## src/rtl/move_pkg.sv

```systemverilog
// -----------------------------------------------------------------------------
// move_pkg
//   Shared types for the move scheduler: decoded direction encoding, the WASD
//   keycodes, the keycode-to-direction decoder and the scheduler FSM states.
// -----------------------------------------------------------------------------
package move_pkg;

   typedef enum logic [2:0] {
      DIR_NONE  = 3'd0,
      DIR_UP    = 3'd1,
      DIR_DOWN  = 3'd2,
      DIR_LEFT  = 3'd3,
      DIR_RIGHT = 3'd4
   } dir_t;

   localparam logic [7:0] KEY_W = 8'h1A;
   localparam logic [7:0] KEY_A = 8'h04;
   localparam logic [7:0] KEY_S = 8'h16;
   localparam logic [7:0] KEY_D = 8'h07;

   typedef enum logic {
      ST_IDLE  = 1'b0,
      ST_ISSUE = 1'b1
   } sched_state_t;

   // Non-direction keycodes map to DIR_NONE so the caller can drop them.
   function automatic dir_t decode_key(input logic [7:0] key);
      case (key)
         KEY_W:   return DIR_UP;
         KEY_S:   return DIR_DOWN;
         KEY_A:   return DIR_LEFT;
         KEY_D:   return DIR_RIGHT;
         default: return DIR_NONE;
      endcase
   endfunction

endpackage

```

## src/rtl/move_scheduler_if.sv

```systemverilog
// -----------------------------------------------------------------------------
// move_scheduler_if
//   Requester and command handshakes of the move scheduler.
//   req_valid/req_key : keycode requesters (key i in bits [8i+7:8i])
//   req_ack           : one-hot grant back to the requesters
//   cmd_valid/cmd_dir : pending direction command toward the ball logic
//   cmd_ready         : consumer accepts the command
//   master : requester/consumer side      slave : scheduler side
// -----------------------------------------------------------------------------
interface move_scheduler_if
   import move_pkg::*;
#(
   parameter int NUM_REQ = 2
);

   logic [NUM_REQ-1:0]   req_valid;
   logic [NUM_REQ*8-1:0] req_key;
   logic [NUM_REQ-1:0]   req_ack;
   logic                 cmd_valid;
   dir_t                 cmd_dir;
   logic                 cmd_ready;

   modport master (
      output req_valid, req_key, cmd_ready,
      input  req_ack, cmd_valid, cmd_dir
   );

   modport slave (
      input  req_valid, req_key, cmd_ready,
      output req_ack, cmd_valid, cmd_dir
   );

endinterface

```

## src/rtl/dir_fifo.sv

```systemverilog
// -----------------------------------------------------------------------------
// dir_fifo
//   Synchronous FIFO of decoded directions.
//   clk, rst_n          : clock, asynchronous active-low clear
//   push_i, push_data_i : enqueue request and data (ignored when full)
//   pop_i               : dequeue request (ignored when empty)
//   full_o, empty_o     : occupancy flags
//   count_o             : current occupancy
//   head_o              : oldest entry
//   last_o              : most recently pushed entry
// -----------------------------------------------------------------------------
module dir_fifo
   import move_pkg::*;
#(
   parameter int FIFO_DEPTH = 4
) (
   input  logic                          clk,
   input  logic                          rst_n,
   input  logic                          push_i,
   input  dir_t                          push_data_i,
   input  logic                          pop_i,
   output logic                          full_o,
   output logic                          empty_o,
   output logic [$clog2(FIFO_DEPTH):0]   count_o,
   output dir_t                          head_o,
   output dir_t                          last_o
);

   localparam int AW = $clog2(FIFO_DEPTH);

   dir_t              mem_q [FIFO_DEPTH];
   logic [AW-1:0]     wr_ptr_q, rd_ptr_q;
   logic [AW:0]       count_q, count_d;
   dir_t              last_q;
   logic              push_ok, pop_ok;

   assign full_o  = (count_q == (AW+1)'(FIFO_DEPTH));
   assign empty_o = (count_q == '0);
   assign push_ok = push_i && !full_o;
   assign pop_ok  = pop_i && !empty_o;

   // NOTE: every variable written here gets a default first, so no latch is inferred.
   always_comb begin
      count_d = count_q;
      case ({push_ok, pop_ok})
         2'b10:   count_d = count_q + 1'b1;
         2'b01:   count_d = count_q - 1'b1;
         default: count_d = count_q;
      endcase
   end

   // NOTE: sequential state uses non-blocking assignments so all flops update together.
   always_ff @(posedge clk or negedge rst_n) begin
      if (!rst_n) begin
         wr_ptr_q <= '0;
         rd_ptr_q <= '0;
         count_q  <= '0;
         last_q   <= DIR_NONE;
      end else begin
         if (push_ok) begin
            wr_ptr_q <= wr_ptr_q + 1'b1;
            last_q   <= push_data_i;
         end
         if (pop_ok) rd_ptr_q <= rd_ptr_q + 1'b1;
         count_q <= count_d;
      end
   end

   // NOTE: storage is not reset; occupancy is tracked by the pointers and count alone.
   always_ff @(posedge clk) begin
      if (push_ok) mem_q[wr_ptr_q] <= push_data_i;
   end

   assign count_o = count_q;
   assign head_o  = mem_q[rd_ptr_q];
   assign last_o  = last_q;

endmodule

```

## src/rtl/move_scheduler.sv

```systemverilog
// -----------------------------------------------------------------------------
// move_scheduler
//   Round-robin merge of WASD keycode requesters into a direction FIFO, and
//   release of at most one command per frame tick to the ball logic.
//   Clk, Reset_n : system clock, asynchronous active-low reset
//   frame_clk    : frame strobe, asynchronous to Clk (rising edges used)
//   bus          : requester and command handshakes (slave side)
//   fifo_count   : current FIFO occupancy
//   overrun_cnt  : ticks that arrived while a command was unaccepted (sat. 255)
// -----------------------------------------------------------------------------
module move_scheduler
   import move_pkg::*;
#(
   parameter int NUM_REQ    = 2,
   parameter int FIFO_DEPTH = 4
) (
   input  logic                        Clk,
   input  logic                        Reset_n,
   input  logic                        frame_clk,
   move_scheduler_if.slave             bus,
   output logic [$clog2(FIFO_DEPTH):0] fifo_count,
   output logic [7:0]                  overrun_cnt
);

   localparam int PW = (NUM_REQ > 1) ? $clog2(NUM_REQ) : 1;

   logic [7:0]        keys [NUM_REQ];
   logic [PW-1:0]     ptr_q, ptr_d, gnt_idx, scan_idx;
   logic [NUM_REQ-1:0] grant;
   logic              gnt_found;
   dir_t              key_dir, fifo_head, fifo_last;
   logic              fifo_full, fifo_empty, push, pop;
   logic              sync1_q, sync2_q, edge_q, tick;
   sched_state_t      state_q, state_d;
   dir_t              cmd_dir_q, cmd_dir_d;
   logic [7:0]        overrun_q, overrun_d;

   for (genvar g = 0; g < NUM_REQ; g++) begin : g_keys
      assign keys[g] = bus.req_key[8*g +: 8];
   end

   // Scan requesters starting at the pointer; the first valid one wins.
   always_comb begin
      grant     = '0;
      gnt_idx   = '0;
      gnt_found = 1'b0;
      scan_idx  = '0;
      for (int k = 0; k < NUM_REQ; k++) begin
         scan_idx = PW'((int'(ptr_q) + k) % NUM_REQ);
         if (!gnt_found && bus.req_valid[scan_idx] && !fifo_full && Reset_n) begin
            grant[scan_idx] = 1'b1;
            gnt_idx         = scan_idx;
            gnt_found       = 1'b1;
         end
      end
   end

   always_comb begin
      ptr_d = ptr_q;
      if (gnt_found) ptr_d = (gnt_idx == PW'(NUM_REQ-1)) ? '0 : gnt_idx + 1'b1;
   end

   assign bus.req_ack = grant;
   assign key_dir     = decode_key(keys[gnt_idx]);
   // Unknown codes and repeats of the newest queued entry are acked but dropped.
   assign push = gnt_found && (key_dir != DIR_NONE) &&
                 !(!fifo_empty && (key_dir == fifo_last));

   dir_fifo #(.FIFO_DEPTH(FIFO_DEPTH)) u_fifo (
      .clk         (Clk),
      .rst_n       (Reset_n),
      .push_i      (push),
      .push_data_i (key_dir),
      .pop_i       (pop),
      .full_o      (fifo_full),
      .empty_o     (fifo_empty),
      .count_o     (fifo_count),
      .head_o      (fifo_head),
      .last_o      (fifo_last)
   );

   // The chain resets to "high" so a frame_clk already high at reset release
   // is not mistaken for a rising edge; only a later low-to-high makes a tick.
   always_ff @(posedge Clk or negedge Reset_n) begin
      if (!Reset_n) begin
         sync1_q <= 1'b1;
         sync2_q <= 1'b1;
         edge_q  <= 1'b1;
      end else begin
         sync1_q <= frame_clk;
         sync2_q <= sync1_q;
         edge_q  <= sync2_q;
      end
   end

   assign tick = sync2_q && !edge_q;

   always_comb begin
      state_d   = state_q;
      cmd_dir_d = cmd_dir_q;
      overrun_d = overrun_q;
      pop       = 1'b0;
      case (state_q)
         ST_IDLE: begin
            if (tick && !fifo_empty) begin
               pop       = 1'b1;
               cmd_dir_d = fifo_head;
               state_d   = ST_ISSUE;
            end
         end
         ST_ISSUE: begin
            // Acceptance wins over a coincident tick: not an overrun, no pop.
            if (bus.cmd_ready) state_d = ST_IDLE;
            else if (tick && overrun_q != 8'hFF) overrun_d = overrun_q + 1'b1;
         end
         default: state_d = ST_IDLE;
      endcase
   end

   always_ff @(posedge Clk or negedge Reset_n) begin
      if (!Reset_n) begin
         state_q   <= ST_IDLE;
         cmd_dir_q <= DIR_NONE;
         overrun_q <= '0;
         ptr_q     <= '0;
      end else begin
         state_q   <= state_d;
         cmd_dir_q <= cmd_dir_d;
         overrun_q <= overrun_d;
         ptr_q     <= ptr_d;
      end
   end

   assign bus.cmd_valid = (state_q == ST_ISSUE);
   assign bus.cmd_dir   = cmd_dir_q;
   assign overrun_cnt   = overrun_q;

endmodule

```

## src/flat_wrapper.sv

```systemverilog
// flat-port wrapper written by rule: the top's interface ports become plain ports
module move_scheduler_flat import move_pkg::*;
#(
   parameter int NUM_REQ    = 2,
   parameter int FIFO_DEPTH = 4
)
  (Clk, Reset_n, frame_clk, fifo_count, overrun_cnt, bus_req_valid, bus_req_key, bus_cmd_ready, bus_req_ack, bus_cmd_valid, bus_cmd_dir);
  move_scheduler_if #(.NUM_REQ(NUM_REQ)) bus_i ();
  input  logic Clk;
  input  logic Reset_n;
  input  logic frame_clk;
  output logic [$clog2(FIFO_DEPTH):0] fifo_count;
  output logic [7:0] overrun_cnt;
  input wire logic [$bits(bus_i.req_valid)-1:0] bus_req_valid;
  input wire logic [$bits(bus_i.req_key)-1:0] bus_req_key;
  input wire logic [$bits(bus_i.cmd_ready)-1:0] bus_cmd_ready;
  output wire logic [$bits(bus_i.req_ack)-1:0] bus_req_ack;
  output wire logic [$bits(bus_i.cmd_valid)-1:0] bus_cmd_valid;
  output wire logic [$bits(bus_i.cmd_dir)-1:0] bus_cmd_dir;
  assign bus_i.req_valid = bus_req_valid;
  assign bus_i.req_key = bus_req_key;
  assign bus_i.cmd_ready = bus_cmd_ready;
  assign bus_req_ack = bus_i.req_ack;
  assign bus_cmd_valid = bus_i.cmd_valid;
  assign bus_cmd_dir = bus_i.cmd_dir;
  move_scheduler #(.NUM_REQ(NUM_REQ), .FIFO_DEPTH(FIFO_DEPTH)) u_core (.Clk(Clk), .Reset_n(Reset_n), .frame_clk(frame_clk), .bus(bus_i), .fifo_count(fifo_count), .overrun_cnt(overrun_cnt));
endmodule
```

## config.mk

```make
export PLATFORM = sky130hd
export DESIGN_NAME = move_scheduler_flat
export DESIGN_NICKNAME = d
export VERILOG_FILES = /design/src/rtl/move_pkg.sv /design/src/rtl/move_scheduler_if.sv /design/src/rtl/dir_fifo.sv /design/src/rtl/move_scheduler.sv /design/src/flat_wrapper.sv
export SDC_FILE = /design/constraint.sdc
export NUM_CORES = 1
export LEC_CHECK = 0
export CAP_MARGIN = 40
export CORE_MARGIN = 1.5
export CORE_UTILIZATION = 40
export CTS_BUF_LIST = sky130_fd_sc_hd__clkbuf_16
export DETAILED_ROUTE_END_ITERATION = 7
export PLACE_DENSITY_LB_ADDON = 0.1
export RECOVER_POWER = 50
export SKIP_CTS_REPAIR_TIMING = 1
export SYNTH_ARGS = -nofsm -noshare
export SYNTH_HDL_FRONTEND = slang
export SYNTH_SLANG_ARGS = --single-unit
export TNS_END_PERCENT = 100
```

## constraint.sdc

```tcl
create_clock -name Clk -period 4.9 [get_ports Clk]
set_clock_uncertainty 0.15 [all_clocks]
set_input_delay 1.47 -clock Clk [delete_from_list [all_inputs] [get_ports Clk]]
set_output_delay 1.47 -clock Clk [all_outputs]
set_load 0.02 [all_outputs]
```

==> results.toml, run 1 <==
[placement]
placed_cell_area_sq_um = 2390
dp.cells = 246
place_ws_ps = 57.8
place.gp.congestion = 0.762
hpwlAfterDp_microns = 2660
portBuffers = 38

[clock_tree]
cts.reportedPaths.clkPinSlew_ps = 50
numCtsBuffers = 5
clockRootBuffer = "clkbuf_16"
clock_sinks = 38
htree_levels = 2
clkLatencyLatePin_ps = 270
cts_max_path_buffers = 2
cts_tree = "done"

[setup_path]
cp_max_fo = 3
cp-end-kind = "primary output"
critPathMaxStageDelay_ps = 600
cp.arrival_ps = 3130
crit_chain = "clkdlybuf4s50_1, and2_0, nand3_1, inv_1, clkdlybuf4s50_1"
startpoint = "Reset_n"
cp_slowest_cell = "clkdlybuf4s50_1"
cp-start-kind = "input pin"
cp.required_ps = 3280
cpMostUsedCell = "clkdlybuf4s50_1"
critPathKind = "input pin to primary output"
rr_startpoint = "u_core.u_fifo.count_o[0]$_DFFE_PN0P_"

[sta]
slew_viol_final = 0
rsz0062_at_grt = "no"
fin_setup_tns_ps = 0
finalHoldViolations = 0
fmax_ghz = 0.210
finalWorstSetupSlack_ps = 146
setup_viol = 0
period_needed_ps = 4750
worst_pin_slew_ps = 1370
fin_crit_sh_pct = 97.0
relSlewSlack_pct = 8.63

[logic_synthesis]
syn_nets = 182
synth-simple-area-share_pct = 15.6
synth_xor_area_share_pct = 9.10
yosys.area.top_type_share_pct = 29.9
synth_top_family_by_area = "simple AND/OR/NAND/NOR gates"
synth-compound-area-share_pct = 6.24
synthArstFlopShare_pct = 68.4
synth_most_common_cell = "dfrtp_1"
yosysWarnings = 0
synth_adder_area_share_pct = 4.94
syn_area_sq_um = 1930
synth_edf_count = 12
avgSynthCellArea_sq_um = 12.6
synthTopCellsByCount = "dfrtp_1 (23), nand2_1 (17), edfxtp_1 (12)"
synthTopCellsByArea = "dfrtp_1 (30%), edfxtp_1 (19%), xor2_1 (5.0%), dfstp_2 (4.1%), xnor2_1 (4.1%)"
synthMuxAreaShare_pct = 9.10
synth_cell_types = 38
synth.largest_area_cell = "dfrtp_1"
postSynthCellCount = 153
ys_seq_area_share_pct = 52.7
synth-main-ff-cell = "dfrtp_1"
synth-seq-cells = 38

[run_status]
status = "finished clean"

[route]
drt_pre_antenna_iters = 4
drt_iter0_drc = 38
vias = 1289
drc = 0
ant_nets = 0
routed_via_density = 5.07
wl_microns = 3370
routedWlPerCell_microns = 13.3

[die]
die_h_microns = 72.4
die_w_microns = 72.4
pin_count = 39
die_area_sq_um = 5240
start_util_pct = 41.0
rows = 25
core_area_sq_um = 4690

[final_layout]
layout.cells.non_filler = 254
final_util_pct = 53.6
area_growth_pct = 30.7
fin_area_sq_um = 2520
num_antenna_cells = 0
num-nets-final = 228
drive_gt1_share_pct = 15.0

[power]
p_sw_uw = 314
p_leak_nw = 1.08
p_sw_share_pct = 30.4
ir_drop_uv = 159
p_per_area_nw_per_um2 = 411
p_clk_share_pct = 28.3
power.internal_uw = 720
p_comb_share_pct = 28.8
power.share.sequential_pct = 42.8

[job]
drv_cap = 0

[global_route]
grt_first_pass_wirelength_microns = 5820
grt_overflow_total = 0
grt_max_degree = 27
grt_usage_pct = 14.7
antenna_found_initial = 0
first_global_vias = 1313

[worst_hold_path]
min_from = "u_core.sync1_q$_DFF_PN1_"
hp-class = "flip-flop to flip-flop"
[logic make-up after synthesis]
logic type | after synthesis
compound gates | 11
fa+ha+maj | 7
flops | 38
xor+xnor | 20
buf+inv | 12
simple gates | 53
mux | 12
[cells in the final DEF, fill, tap and decap left out, drive strengths merged, types with 2 or more instances in the layout]
cell type / instances
or4b: 2
nor4: 2
edfxtp: 12
nand4b: 4
and2: 5
nand2b: 4
or3: 3
nand2: 17
inv: 13
dfrtp: 23
a211oi: 2
nor3: 5
nand4: 2
nor2: 4
dlygate4sd3: 9
nand3: 2
dfstp: 3
mux2: 8
ha: 6
xnor2: 9
xor2: 11
mux4: 3
clkdlybuf4s50: 29
clkbuf: 6
buf: 2
[cell type report]
cell class | count | area, sq um
clock inverters | 3 | 11.3
inverters | 10 | 37.5
repair buffers | 41 | 399
clock buffers | 5 | 125
well taps | 54 | 67.6
fillers | 414 | 2180
multi-input cells | 103 | 861
flip-flops and latches | 38 | 1010
[registers in the layout, summed over array words and instances, names as in the netlist]
name,flops
u_core.u_fifo.mem_q,12
u_core.overrun_cnt,8
u_core.bus.cmd_dir,3
u_core.u_fifo.count_o,3
u_core.u_fifo.last_o,3
u_core.u_fifo.rd_ptr_q,2
u_core.u_fifo.wr_ptr_q,2
u_core.bus.cmd_valid,1
u_core.edge_q,1
u_core.ptr_q,1
u_core.sync1_q,1
u_core.sync2_q,1
[critical path: cells and delay by family]
family                 cells  cell delay [ps]
buffers and inverters      3             1270
AND/OR/NAND/NOR            2              380
[power by group through the flow]
stage / logic [mW] / registers [mW] / clock network, mW
6_report: 0.298 / 0.443 / 0.293
5_1_grt: 0.328 / 0.456 / 0.312
4_1_cts: 0.310 / 0.446 / 0.300
3_5_place_dp: 0.308 / 0.452 / 0
3_3_place_gp: 0.299 / 0.449 / 0
2_1_floorplan: 0.142 / 0.477 / 0
[per-layer routing]
metal,up-vias,track usage [%],wire [microns]
met5,-,0,0
met4,0,7.55,59
met3,6,3.61,122
met2,40,25.0,1700
met1,605,17.2,1480
li1,638,-,-
[through the flow]
step,hold WS [ps],power (mW)
floorplan,195,0.619
global placement,206,0.748
detailed placement,203,0.760
CTS,211,1.06
global route,214,1.10
finish,209,1.03
[final timing paths]
check	slack (ps)	to	cells after the start
max	150	bus_req_ack[0]	5
min	210	u_core.sync2_q$_DFF_PN1_	0
max reg2reg	1420	u_core.u_fifo.count_o[2]$_DFFE_PN0P_	12
min reg2reg	210	u_core.sync2_q$_DFF_PN1_	0
max in group asynchronous	1800	u_core.u_fifo.last_o[2]$_DFFE_PN0P_	2
min in group asynchronous	2000	u_core.overrun_cnt[3]$_DFFE_PN0P_	2
No activity file was read; power rests on OpenSTA's default activity.
==> inputs of run 2 (changes only) <==
Settings changed: CELL_PAD_IN_SITES_DETAIL_PLACEMENT set to 1, CELL_PAD_IN_SITES_GLOBAL_PLACEMENT set to 1.
Clock period 4.9 ns to 5.3 ns, I/O delays scaled along.
==> run 2 against run 1 <==
  * Sequential power shrank 7.7%
  * Cell area shrank 1.1%
  * Sequential share of layout area grew 0.47 points
  * Clock power shrank 6%
  * Core utilization shrank 0.61 points
  * Critical endpoint is now bus_req_ack[1]
  * Critical path type unchanged
  * Non-clock buffer count shrank 2
  * Critical path depth is the same
  * Largest cell class unchanged
==> results.toml, run 2 (synthesized netlist as in run 1, its figures left out) <==
[run_status]
status = "finished clean"

[power]
ir_drop_uv = 129
p_per_area_nw_per_um2 = 385
p_leak_nw = 1.07

[setup_path]
cp.required_ps = 3560
cp-end-kind = "primary output"
cp_max_fo = 5
cp-start-kind = "input pin"
cp.arrival_ps = 3240
critPathKind = "input pin to primary output"

[sta]
fin_crit_sh_pct = 93.9
relSlewSlack_pct = 7.79
finalWorstSetupSlack_ps = 321
fin_setup_tns_ps = 0
slew_viol_final = 0
fmax_ghz = 0.201
worst_pin_slew_ps = 1380
rsz0062_at_grt = "no"
holdWs_ps = 212
setup_viol = 0
period_needed_ps = 4980
finalHoldViolations = 0

[placement]
portBuffers = 38
place.gp.congestion = 0.737
hpwlAfterDp_microns = 3010
place_ws_ps = 226
dp.cells = 244
placed_cell_area_sq_um = 2370

[final_layout]
num_antenna_cells = 0
drive_gt1_share_pct = 15.2
fin_area_sq_um = 2490
largest_reg_flops = 12
area_growth_pct = 29.2
final_cell_mix = "clkdlybuf4s50_1 (29), dfrtp_1 (23), nand2_1 (17)"
top_register = "u_core.u_fifo.mem_q"
final_common_cell = "clkdlybuf4s50_1"
num-nets-final = 226
layout.cells.non_filler = 252

[die]
die_area_sq_um = 5240
pin_count = 39
die_w_microns = 72.4
rows = 25
start_util_pct = 41.0
die_h_microns = 72.4
core_area_sq_um = 4690

[global_route]
grt_first_pass_wirelength_microns = 6330
first_global_vias = 1374
grt_max_degree = 27
grt_usage_pct = 16.4
grt_overflow_total = 0
antenna_found_initial = 0

[clock_tree]
htree_levels = 2
cts_tree = "done"
clock_sinks = 38
clockRootBuffer = "clkbuf_16"
clkLatencyLatePin_ps = 280
numCtsBuffers = 5
cts.reportedPaths.clkPinSlew_ps = 50
cts_max_path_buffers = 2

[worst_hold_path]
hp-class = "flip-flop to flip-flop"

[route]
ant_nets = 0
drt_pre_antenna_iters = 4
vias = 1293
drc = 0
wl_microns = 3790
routedWlPerCell_microns = 15.1
drt_iter0_drc = 50
routed_via_density = 5.13

[job]
drv_cap = 0
-- run 2: cell types whose count changed in the layout (fill, tap and decap cells not counted) --
cell / delta
and2_0: -1
o2111ai_1: +1
inv_1: -2
buf_4: -2
and2_2: +1
clkinv_2: +2
o2111ai_4: -1
-- run 2: path summary, 6_finish.rpt --
| check | start | to | slack, ps | depth (start not counted) |
|---|---|---|---|---|
| hold / removal | u_core.sync1_q$_DFF_PN1_ | u_core.sync2_q$_DFF_PN1_ | 210 | 0 |
| max in group asynchronous | Reset_n | u_core.u_fifo.count_o[1]$_DFFE_PN0P_ | 2090 | 2 |
| min in group asynchronous | Reset_n | u_core.u_fifo.count_o[0]$_DFFE_PN0P_ | 2100 | 2 |
| setup reg to reg | u_core.u_fifo.count_o[0]$_DFFE_PN0P_ | u_core.u_fifo.count_o[2]$_DFFE_PN0P_ | 1660 | 12 |
| setup / recovery | bus_req_valid[0] | bus_req_ack[1] | 320 | 5 |
| hold reg to reg | u_core.sync1_q$_DFF_PN1_ | u_core.sync2_q$_DFF_PN1_ | 210 | 0 |
-- run 2: metrics by stage --
step | util [%] | power (mW)
after floorplan | - | 0.572
after global placement | 50.6 | 0.691
after detailed placement | 50.6 | 0.705
after CTS | 53.5 | 0.984
after global routing | 53.0 | 1.02
final | 53.0 | 0.958
-- run 2: report_power, final --
part / total [mW] / switching [mW] / internal, mW
Combinational: 0.273 / 0.130 / 0.142
Sequential: 0.409 / 0.0570 / 0.352
Clock: 0.276 / 0.106 / 0.170
-- run 2: area by class of cell --
cell class / count / area, sq um
inverter: 10 / 37.5
fill: 511 / 2200
sequential: 38 / 1010
clock buffer: 5 / 125
timing repair buffer: 39 / 384
clock inverter: 3 / 13.8
tap: 54 / 67.6
multi-input combinational: 103 / 845
-- run 2: layer usage --
metal	share of wire (%)	global-route usage, %
met1	41	18.3
met2	53	28.6
met3	4.8	5.28
met4	1.1	7.55
met5	0	0
-- run 2: worst max-delay path, cell delays in order --
cell and delay [ps]:
clkdlybuf4s50_1 500, inv_1 50, o2111ai_1 460, inv_1 80, clkdlybuf4s50_1 550
==> inputs of run 3 (changes only) <==
Settings changed: CTS_BUF_LIST sky130_fd_sc_hd__clkbuf_16 to sky130_fd_sc_hd__clkbuf_4 sky130_fd_sc_hd__clkbuf_8.
==> run 3 against run 2 <==
  * Largest cell class unchanged
  * Clock-buffer cell count grew 1
  * Highest routed layer unchanged
  * Via count fell by 0.70%
  * Critical path type unchanged
  * Flip-flop and latch count stayed put
  * Largest power group unchanged
==> results.toml, run 3 (synthesized netlist as in run 1, its figures left out) <==
[run_status]
status = "finished clean"

[route]
drt_pre_antenna_iters = 4
vias = 1284
drt_iter0_drc = 43
ant_nets = 0
wl_microns = 3780
drc = 0
routedWlPerCell_microns = 15.0
routed_via_density = 5.10

[placement]
hpwlAfterDp_microns = 3010
place.gp.congestion = 0.737
dp.cells = 244
place_ws_ps = 226
portBuffers = 38

[sta]
holdWs_ps = 213
relSlewSlack_pct = 7.17
finalWorstSetupSlack_ps = 322
period_needed_ps = 4980
slew_viol_final = 0
finalHoldViolations = 0
rsz0062_at_grt = "no"
fin_crit_sh_pct = 93.9
setup_viol = 0
worst_pin_slew_ps = 1390
fin_setup_tns_ps = 0
fmax_ghz = 0.201

[clock_tree]
clock_sinks = 38
cts_tree = "done"
cts.reportedPaths.clkPinSlew_ps = 70
clockRootBuffer = "clkbuf_8"
htree_levels = 2
clkLatencyLatePin_ps = 280
numCtsBuffers = 5
cts_max_path_buffers = 2

[setup_path]
cp-start-kind = "input pin"
critPathKind = "input pin to primary output"
cp-end-kind = "primary output"
cp.required_ps = 3560
cp.arrival_ps = 3240
cp_max_fo = 5

[final_layout]
num-nets-final = 226
largest_reg_flops = 12
drive_gt1_share_pct = 15.2
final_cell_mix = "clkdlybuf4s50_1 (30), dfrtp_1 (23), nand2_1 (17)"
final_util_pct = 51.9
final_common_cell = "clkdlybuf4s50_1"
num_antenna_cells = 0
layout.cells.non_filler = 252
area_growth_pct = 26.4
top_register = "u_core.u_fifo.mem_q"

[die]
core_area_sq_um = 4690
rows = 25
start_util_pct = 41.0
die_w_microns = 72.4
die_area_sq_um = 5240
pin_count = 39
die_h_microns = 72.4

[global_route]
grt_max_degree = 27
first_global_vias = 1368
antenna_found_initial = 0
grt_overflow_total = 0
grt_usage_pct = 16.2
grt_first_pass_wirelength_microns = 6330

[worst_hold_path]
hp-class = "flip-flop to flip-flop"

[power]
p_per_area_nw_per_um2 = 358
ir_drop_uv = 126
p_leak_nw = 1.04

[job]
drv_cap = 0
run 3: cell type report:
class / instances / area [sq um]
Tap cell: 54 / 67.6
Multi-Input combinational cell: 103 / 843
Fill cell: 516 / 2260
Timing Repair Buffer: 39 / 384
Clock inverter: 2 / 10.0
Sequential cell: 38 / 1010
Inverter: 10 / 37.5
Clock buffer: 6 / 76.3
run 3: layer usage:
layer  global-route usage (%)  vias to the layer above  share of wire (%)
met2                     28.5                       29                 53
met5                        0                        -                  0
met3                     6.11                        4                4.7
met1                     18.2                      621                 42
li1                         -                      630                  -
met4                     5.03                        0               0.98
run 3: final timing paths:
check,start,cells after the start,slack (ps),endpoint
setup / recovery,bus_req_valid[0],5,320,bus_req_ack[1]
hold / removal,u_core.sync1_q$_DFF_PN1_,0,210,u_core.sync2_q$_DFF_PN1_
setup reg to reg,u_core.u_fifo.count_o[0]$_DFFE_PN0P_,12,1670,u_core.u_fifo.count_o[2]$_DFFE_PN0P_
hold reg to reg,u_core.sync1_q$_DFF_PN1_,0,210,u_core.sync2_q$_DFF_PN1_
max in group asynchronous,Reset_n,2,2080,u_core.bus.cmd_dir[0]$_DFFE_PN0P_
min in group asynchronous,Reset_n,2,2110,u_core.u_fifo.count_o[0]$_DFFE_PN0P_
run 3: worst max-delay path, cell delays in order:
cell and delay [ps]:
clkdlybuf4s50_1 500, inv_1 50, o2111ai_1 460, inv_1 80, clkdlybuf4s50_1 550
run 3: through the flow:
step                power [mW]  area, sq um
floorplan                0.572         1930
global placement         0.691         2370
detailed placement       0.705         2370
CTS                      0.900         2460
global route             0.929         2430
finish                   0.872         2430
run 3: where the power goes:
part / leakage, nW / switching (mW) / internal [mW] / total, mW
combinational: 0.538 / 0.131 / 0.142 / 0.273
clock: 0.0484 / 0.0938 / 0.0961 / 0.190
sequential: 0.452 / 0.0581 / 0.352 / 0.410
total: 1.04 / 0.283 / 0.590 / 0.872
